<file path="src/rtl/ycbcr_to_rgb_seq.sv">
// ---------------------------------------------------------------------------
// ycbcr_to_rgb_seq
//   Inverse colour transform: level-shifted Q8.16 Y/Cb/Cr back to 8-bit RGB.
//   A single serial shift-add multiplier is shared by the four products
//   (Cr*K_RCR, Cb*K_GCB, Cr*K_GCR, Cb*K_BCB), consuming one coefficient bit
//   per cycle, LSB first. Only one pixel is in flight at a time.
//
// Ports
//   clk        in   clock, rising edge
//   rst        in   synchronous reset, active high
//   in_valid   in   y_in/cb_in/cr_in valid
//   in_ready   out  block idle; a pixel is accepted on in_valid && in_ready
//   y_in       in   signed Q8.16, Y-128
//   cb_in      in   signed Q8.16, Cb-128
//   cr_in      in   signed Q8.16, Cr-128
//   out_valid  out  r/g/b_out valid, held until out_ready
//   out_ready  in   downstream accepts on out_valid && out_ready
//   r_out      out  red,   0..255
//   g_out      out  green, 0..255
//   b_out      out  blue,  0..255
// ---------------------------------------------------------------------------
module ycbcr_to_rgb_seq #(
  parameter int COEF_W = 18,
  parameter int FRAC   = 16
) (
  input  logic               clk,
  input  logic               rst,
  input  logic               in_valid,
  output logic               in_ready,
  input  logic signed [31:0] y_in,
  input  logic signed [31:0] cb_in,
  input  logic signed [31:0] cr_in,
  output logic               out_valid,
  input  logic               out_ready,
  output logic [7:0]         r_out,
  output logic [7:0]         g_out,
  output logic [7:0]         b_out
);

  localparam logic [1:0] S_IDLE = 2'd0;
  localparam logic [1:0] S_MUL  = 2'd1;
  localparam logic [1:0] S_FIN  = 2'd2;
  localparam logic [1:0] S_OUT  = 2'd3;

  localparam int PW = 32 + COEF_W;         // full signed product width
  localparam int AW = 40;                  // accumulator / sum width
  localparam int BW = $clog2(COEF_W);      // coefficient bit counter width

  localparam logic [COEF_W-1:0] K_RCR = COEF_W'(18'h166E9);
  localparam logic [COEF_W-1:0] K_GCB = COEF_W'(18'h0581A);
  localparam logic [COEF_W-1:0] K_GCR = COEF_W'(18'h0B6D2);
  localparam logic [COEF_W-1:0] K_BCB = COEF_W'(18'h1C5A2);

  localparam logic [BW-1:0]        LAST_BIT = BW'(COEF_W - 1);
  localparam logic [2:0]           IDX_END  = 3'd4;
  localparam logic signed [AW-1:0] Y_OFS    = AW'(128 * (2 ** FRAC));
  localparam logic signed [AW-1:0] RND      = AW'(2 ** (FRAC - 1));

  logic [1:0]               r_state;
  logic signed [31:0]       r_y, r_cb, r_cr;
  logic [2:0]               r_idx;       // product index, 4 = all bits done
  logic [BW-1:0]            r_bit;       // coefficient bit being consumed
  logic signed [PW-1:0]     r_mcand;     // operand, shifted left once per bit
  logic signed [PW-1:0]     r_prod;      // partial product of current term
  logic signed [AW-1:0]     r_done;      // finished product, waiting to fold
  logic                     r_done_vld;
  logic [1:0]               r_done_idx;
  logic signed [AW-1:0]     r_acc_r, r_acc_g, r_acc_b;

  logic [COEF_W-1:0]        w_coef;
  logic                     w_coef_bit;
  logic signed [PW-1:0]     w_prod_nxt;
  logic signed [AW-1:0]     w_prod_q;
  logic signed [AW-1:0]     w_y_ext;

  // NOTE: every signal assigned in always_comb gets a default first, so no
  // path leaves it unassigned and no latch is inferred.
  always_comb begin
    w_coef = K_RCR;
    case (r_idx)
      3'd1:    w_coef = K_GCB;
      3'd2:    w_coef = K_GCR;
      3'd3:    w_coef = K_BCB;
      default: w_coef = K_RCR;
    endcase
  end

  assign w_coef_bit = w_coef[r_bit];
  assign w_prod_nxt = r_prod + (w_coef_bit ? r_mcand : '0);
  // Floor of the Q2.16 scaling; the result always fits well inside 40 bits.
  assign w_prod_q   = AW'(w_prod_nxt >>> FRAC);
  assign w_y_ext    = Y_OFS + AW'(r_y);

  assign in_ready  = (r_state == S_IDLE);
  assign out_valid = (r_state == S_OUT);

  // Round half up, drop the fraction, clamp to 0..255.
  function automatic logic [7:0] sat8(input logic signed [AW-1:0] s);
    logic signed [AW-1:0] q;
    q = (s + RND) >>> FRAC;
    if (q[AW-1])            return 8'h00;
    else if (q > 40'sd255)  return 8'hFF;
    else                    return q[7:0];
  endfunction

  // A finished product is parked in r_done and folded into its channel on
  // the following edge, overlapping the first bit of the next product. This
  // keeps the multiplier adder and the accumulator adders in separate cycles;
  // the last fold costs one extra MUL cycle before FIN.
  // NOTE: sequential state uses non-blocking assignments so every register
  // samples the pre-edge values regardless of statement order.
  always_ff @(posedge clk) begin
    if (rst) begin
      // NOTE: reset clears the whole datapath, not just the FSM, so an
      // interrupted pixel leaves nothing behind in the accumulators.
      r_state    <= S_IDLE;
      r_y        <= '0;
      r_cb       <= '0;
      r_cr       <= '0;
      r_idx      <= '0;
      r_bit      <= '0;
      r_mcand    <= '0;
      r_prod     <= '0;
      r_done     <= '0;
      r_done_vld <= 1'b0;
      r_done_idx <= '0;
      r_acc_r    <= '0;
      r_acc_g    <= '0;
      r_acc_b    <= '0;
      r_out      <= '0;
      g_out      <= '0;
      b_out      <= '0;
    end else begin
      case (r_state)
        S_IDLE: begin
          r_done_vld <= 1'b0;
          if (in_valid) begin
            r_y     <= y_in;
            r_cb    <= cb_in;
            r_cr    <= cr_in;
            r_idx   <= '0;
            r_bit   <= '0;
            r_prod  <= '0;
            r_mcand <= PW'(cr_in);         // first product is Cr*K_RCR
            r_acc_r <= '0;
            r_acc_g <= '0;
            r_acc_b <= '0;
            r_state <= S_MUL;
          end
        end

        S_MUL: begin
          r_done_vld <= 1'b0;
          if (r_done_vld) begin
            case (r_done_idx)
              2'd0:    r_acc_r <= r_acc_r + r_done;
              2'd3:    r_acc_b <= r_acc_b + r_done;
              default: r_acc_g <= r_acc_g - r_done;  // both G terms subtract
            endcase
          end
          if (r_idx != IDX_END) begin
            r_prod  <= w_prod_nxt;
            r_mcand <= r_mcand <<< 1;
            r_bit   <= r_bit + BW'(1);
            if (r_bit == LAST_BIT) begin
              r_done     <= w_prod_q;
              r_done_vld <= 1'b1;
              r_done_idx <= r_idx[1:0];
              r_prod     <= '0;
              r_bit      <= '0;
              // Odd-numbered products use Cb, even-numbered ones Cr.
              r_mcand    <= PW'(r_idx[0] ? r_cr : r_cb);
              r_idx      <= r_idx + 3'd1;
            end
          end else begin
            r_state <= S_FIN;                // last fold happens this edge
          end
        end

        S_FIN: begin
          r_out   <= sat8(w_y_ext + r_acc_r);
          g_out   <= sat8(w_y_ext + r_acc_g);
          b_out   <= sat8(w_y_ext + r_acc_b);
          r_state <= S_OUT;
        end

        default: begin                       // S_OUT
          if (out_ready) r_state <= S_IDLE;
        end
      endcase
    end
  end

endmodule

</file>
<file path="config.mk">
export PLATFORM = sky130hd
export DESIGN_NAME = ycbcr_to_rgb_seq
export DESIGN_NICKNAME = d
export VERILOG_FILES = /design/src/rtl/ycbcr_to_rgb_seq.sv
export SDC_FILE = /design/constraint.sdc
export NUM_CORES = 1
export LEC_CHECK = 0
export BUFFER_PORTS_ARGS = -buffer_cell sky130_fd_sc_hd__buf_4
export CORE_ASPECT_RATIO = 1.4
export CORE_MARGIN = 4
export CORE_UTILIZATION = 55
export CTS_CLUSTER_SIZE = 25
export DETAILED_ROUTE_END_ITERATION = 6
export PLACE_DENSITY = 0.79
export SLEW_MARGIN = 25
export SYNTH_ARGS = -nofsm -noshare
export SYNTH_HDL_FRONTEND = slang
export SYNTH_SLANG_ARGS = --single-unit
</file>
<file path="constraint.sdc">
create_clock -name clk -period 5.9 [get_ports clk]
set_input_delay 0.295 -clock clk [delete_from_list [all_inputs] [get_ports clk]]
set_output_delay 0.295 -clock clk [all_outputs]
set_load 0.005 [all_outputs]
</file>
Yosys cells after proc, flatten, opt, wreduce, memory -nomap -nowiden. Cells that the tools add are included.

Flip-flop bits (word level): 387. Input port bits: 100. Output and inout bits: 26. Word-level logic and storage cells: 108.

$add $sub $neg: 13. $lt $le $gt $ge: 4. Equal/unequal tests: 17. Muxes and demuxes: 44. Reductions and logical operators: 13.

Operators by type and width (count): $mux W50 (8); $mux W40 (7); $pmux W40 S2 (3); $pmux W50 S2 (2); $add A33 B40 Y40 (3); $add A40 B17 Y40 const B (3); $add A40 B34 Y40 (2); $gt A24 B9 Y1 const B (3); $pmux W17 S3 (1); $add A50 B50 Y50 (1); $mux W8 (6); $sub A40 B34 Y40 (1); $add A25 B32 Y33 const A (1); $reduce_and A4 Y1 (4); $mux W5 (3); $ne A2 B2 Y1 const B (6); $pmux W5 S2 (1); $mux W3 (3); $reduce_and A3 Y1 (3); $eq A2 B2 Y1 const B (3); $eq A3 B2 Y1 const B (2); $lt A5 B6 Y1 const B (1); $mux W2 (3); $pmux W2 S3 (1); other kinds (16) (20).

Longest topological paths before layout.
Depth in word-level cells: 9. Gate-level depth with buffers: 25. Gate-level depth less buffers: 23.

Worst setup path after synthesis. Ideal clock, no wire load.

Kind: flip-flop to flip-flop. Start point: register r_idx[0]. End point: register r_done[27]. Setup time: 0.095 ns. Data arrival time: 5.389 ns. Data required time: 5.805 ns. Slack: 0.415 ns. Cell stages (with the launch flop): 26. Buffers on the path: 3. Period minus slack after synthesis: 5.485 ns. Cell sequence: dfxtp_1 -> clkbuf_1 -> inv_1 -> ha_1 -> nor2b_1 -> or2_2 -> o22a_1 -> o21ai_0 -> o311ai_0 -> a21oi_1 -> o31a_1 -> clkbuf_1 -> nor2b_1 -> ha_1 -> clkbuf_1 -> a21o_1 -> a211o_1 -> a41oi_1 -> o221ai_1 -> o31ai_2 -> a21oi_1 -> or2_1 -> a31oi_1 -> o21ai_1 -> or4b_1 -> o311ai_1.

Word-level cells in the longest chain between the ends: 6. Elaborated cells between the ends (all ways): 10. Classes of those cells: 1 x add/sub; 4 x eq/ne; 4 x mux; 1 x reduce/logical.

RTL lines: from (decl) (line 61) `logic [2:0] r_idx;`; from (signal assigned) (line 173) `r_idx <= r_idx + 3'd1;`; $eq A3 B2 Y1 or $eq A3 B1 Y1 (tied branches) (line 80) `case (r_idx)`; $pmux W17 S3 (line 80); $bmux W1 S5 (line 88) `assign w_coef_bit = w_coef[r_bit];`; $mux W1 (implied by the code) (line 88); $mux W50 (line 89) `assign w_prod_nxt = r_prod + (w_coef_bit ? r_mcand : '0);`; $add A50 B50 Y50 (line 89); to (signal assigned) (line 166) `r_done <= w_prod_q;`; to (decl) (line 65) `logic signed [AW-1:0] r_done;`.

Several ways; a longest one is shown, not always the timed one. The select of a mux whose other input is x is not followed. A chain may end at the register's enable or synchronous reset.

Worst setup path in the final report.
Start point: register r_idx[2]. End point: register r_done[27].

The elaborated chain is that of the path after synthesis.

==> out/metrics.cfg <==
[run_status]
outcome = finished with violations
violations = design-rule violations

[critical_path]
r2r_cells = 22
reg2reg_slack_ns = 0.34
critical_path.startpoint = r_idx[2]$_SDFFE_PP0P_
cp-end-kind = register
start_kind = register
reg2reg_to = r_done[27]$_SDFFE_PP0P_
crit_fanout = 49
path_class = register to register
arrival_ns = 6.05
cp.required_ns = 6.38
timing.rr.start = r_idx[2]$_SDFFE_PP0P_

[sta]
hold_viol = 0
grt_setup_unrepaired = no
worstMarginPinSlew_ns = 1.04
setup_ws_ns = 0.337
min_period_ns = 5.56
final_max_slew_viol_count = 0
max_slew_margin_pct = 30.3
fmax_ghz = 0.180
setup_viol = 0
fin_tns_setup_ns = 0
fin_skew_ns = 0.0272
period_share_pct = 94.3

[floorplan]
die_h_um = 283
die_w_um = 204
initial_core_util_pct = 55.6
dieArea_um2 = 57800
rows = 100
io_pins = 126
core_area_um2 = 53300

[synth]
ys_top_cells_by_count = nand2_1 (441), ha_1 (405), a21oi_1 (402), dfxtp_1 (387), nor2_1 (322)
ys_top_cells_by_area = dfxtp_1 (26%), ha_1 (17%), a21oi_1 (6.8%), nand2_1 (5.6%), nor2_1 (4.1%)
async_flop_share_pct = 0
synth_top_area_share_pct = 26.1
synth_seq_cells = 387
synth_ff_type = dfxtp_1
synth_cell_types = 95
synthCells = 3716
synth_area_um2 = 29700
synth_edf_count = 0
synth_top_area_cell = dfxtp_1
synth_seq_area_share_pct = 26.1
yosysMostFrequentCell = nand2_1
yosys_warnings = 0
syn-num-nets = 4225
synth.avg_cell_area_um2 = 7.98

[pwr]
p_comb_share_pct = 39.9
ir_drop_uv = 409
p_seq_share_pct = 32.6
p_clk_share_pct = 27.5
leakage_nw = 15.2
power.density_nw_per_um2 = 312
p_total_mw = 10.5
switching_power_mw = 4.28
internal_power_mw = 6.23
sw_frac_of_total_pct = 40.7

[routing]
wirelength_um = 85300
drt_iter0_drc = 1908
drtPass1Iterations = 7
via_count = 28096
drcViolationCount = 1
avgViaCountPerCell = 6.09
wl_per_cell_um = 18.5
antenna_left = 0

[place]
hpwl_um = 62800
placedInstanceArea_um2 = 31200
dp_slack_ns = 0.435
numPortBuffers = 125
gp_congestion = 0.939

[clocking]
cts_max_level = 2
clock_path_buffers = 3
cts_made_buffers = 44
cts_setup_buffers = 0
cts_sinks = 387
cts_tree = built
cts-root-buf = clkbuf_16
path_clk_slew_ns = 0.06
clk_latency_ns = 0.60

[global_routing]
grt_pass1_wl_um = 137000
grt_pass1_vias = 27358
grt_overflow = 0
track_usage_pct = 28.5
antenna_found_initial = 1
grt_max_degree = 97

[cells_and_area]
final_nets = 4370
num_antenna_cells = 0
drive_gt1_share_pct = 7.75
area_growth_syn_to_layout_pct = 13.7
fin_util_pct = 63.3
final_cell_area_um2 = 33700

[hold_path]
hp-start = out_ready
worstHoldEndpoint = r_state[1]$_SDFFE_PP0P_
whs_path_depth = 4
min_path_type = primary input to register

[job]
drv_cap = 0

==> stage by stage <==
stage | hold slack (ns) | instances
2_1_floorplan | 0.431 | 3716
3_3_place_gp | 0.440 | 4433
3_5_place_dp | 0.447 | 4433
4_1_cts | 0.0926 | 4610
5_1_grt | 0.148 | 4610
6_report | 0.122 | 4610
==> final cells by class <==
cell class / instances / area (um2)
multi-input cells: 3035 / 20900
fillers: 4659 / 19600
flip-flops and latches: 387 / 7750
repair buffers: 260 / 2220
clock buffers: 55 / 1170
well taps: 714 / 893
inverters: 133 / 513
clock inverters: 26 / 335
==> worst max path at each step <==
| stage | to | slack (ns) | cells after the start |
|---|---|---|---|
| 6_report | r_done[27]$_SDFFE_PP0P_ | 0.34 | 22 |
| 5_1_grt | r_done[32]$_SDFFE_PP0P_ | 0.04 | 22 |
| 4_1_cts | r_done[32]$_SDFFE_PP0P_ | 0.40 | 22 |
| 3_5_place_dp | r_prod[48]$_SDFFE_PP0P_ | 0.43 | 22 |
| 3_3_place_gp | r_prod[48]$_SDFFE_PP0P_ | 0.51 | 22 |
| 2_1_floorplan | r_done[27]$_SDFFE_PP0P_ | 0.42 | 25 |
==> cells by family after synthesis <==
family                   count (synthesis)  synth area share [%]
AO/OA/AOI/OAI                         1194                  26.3
AND/OR/NAND/NOR                       1147                  17.6
adder cells (fa/ha/maj)                409                  17.4
flip-flops                             387                  26.1
buffers and inverters                  294                  3.86
XOR/XNOR                               206                  6.08
multiplexers                            79                  2.69
==> what timing repair did <==
action / CTS / global route
resized for setup: 0 / 1
setup endpoints to repair: 0 / 2
hold buffers: 96 / 0
endpoints found under the hold margin: 96 / 0
==> power groups by stage <==
stage / Sequential (mW) / Clock, mW / Combinational [mW]
after floorplan: 3.30 / 0 / 2.91
after global placement: 3.46 / 0 / 4.00
after detailed placement: 3.47 / 0 / 4.06
after CTS: 3.42 / 2.94 / 4.15
after global routing: 3.46 / 3.04 / 4.64
final: 3.42 / 2.89 / 4.20
==> cells in the final DEF (no fill, tap or decap), drive strengths merged, types with 9 or more instances in the layout <==
master / count
or2: 13
nand3: 73
buf: 164
clkinv: 11
a21o: 113
a31oi: 35
o21bai: 36
and3: 22
xnor2: 127
a21oi: 402
dfxtp: 387
dlygate4sd3: 96
a211o: 9
o31ai: 22
xor2: 79
clkbuf: 55
a211oi: 77
a221o: 9
o21a: 33
nand2: 442
ha: 405
mux2i: 74
and2: 14
or3: 16
o211ai: 21
inv: 134
nor2: 322
nor4: 9
nand2b: 28
a221oi: 11
a22o: 53
nand4: 49
nor3b: 10
nor3: 39
a22oi: 86
nor2b: 86
o21ai: 185
==> sequential cells by signal (all words and copies together) (netlist names), 32 cells and up <==
name	count
r_cb	32
r_prod	50
r_cr	32
r_y	32
r_acc_b	40
r_acc_r	40
r_done	34
r_mcand	50
r_acc_g	40
==> per-layer routing <==
metal / share of wire (%) / global-route usage, % / vias to the layer above
met2: 50 / 52.2 / 861
met4: 6.1 / 15.6 / 0
met5: 0 / 0 / -
met1: 39 / 32.1 / 13138
li1: - / - / 13836
met3: 5.0 / 3.67 / 261
==> worst max-delay path, cell delays in order (launching register included) <==
cell and delay (ns):
dfxtp_1 0.49, inv_1 0.14, ha_1 0.28, or2_2 0.36
o22a_1 0.19, o21ai_0 0.14, o311ai_0 0.15, a21oi_1 0.16
o31a_2 0.19, buf_12 0.23, nor2b_1 0.08, ha_1 0.38
a21o_1 0.21, a211o_1 0.28, a41oi_1 0.22, o221ai_1 0.23
o31ai_2 0.31, a21oi_1 0.18, or2_1 0.27, a31oi_1 0.23
o21ai_1 0.15, or4b_1 0.49, o311ai_1 0.08
Power figures use the tool's default switching activity.
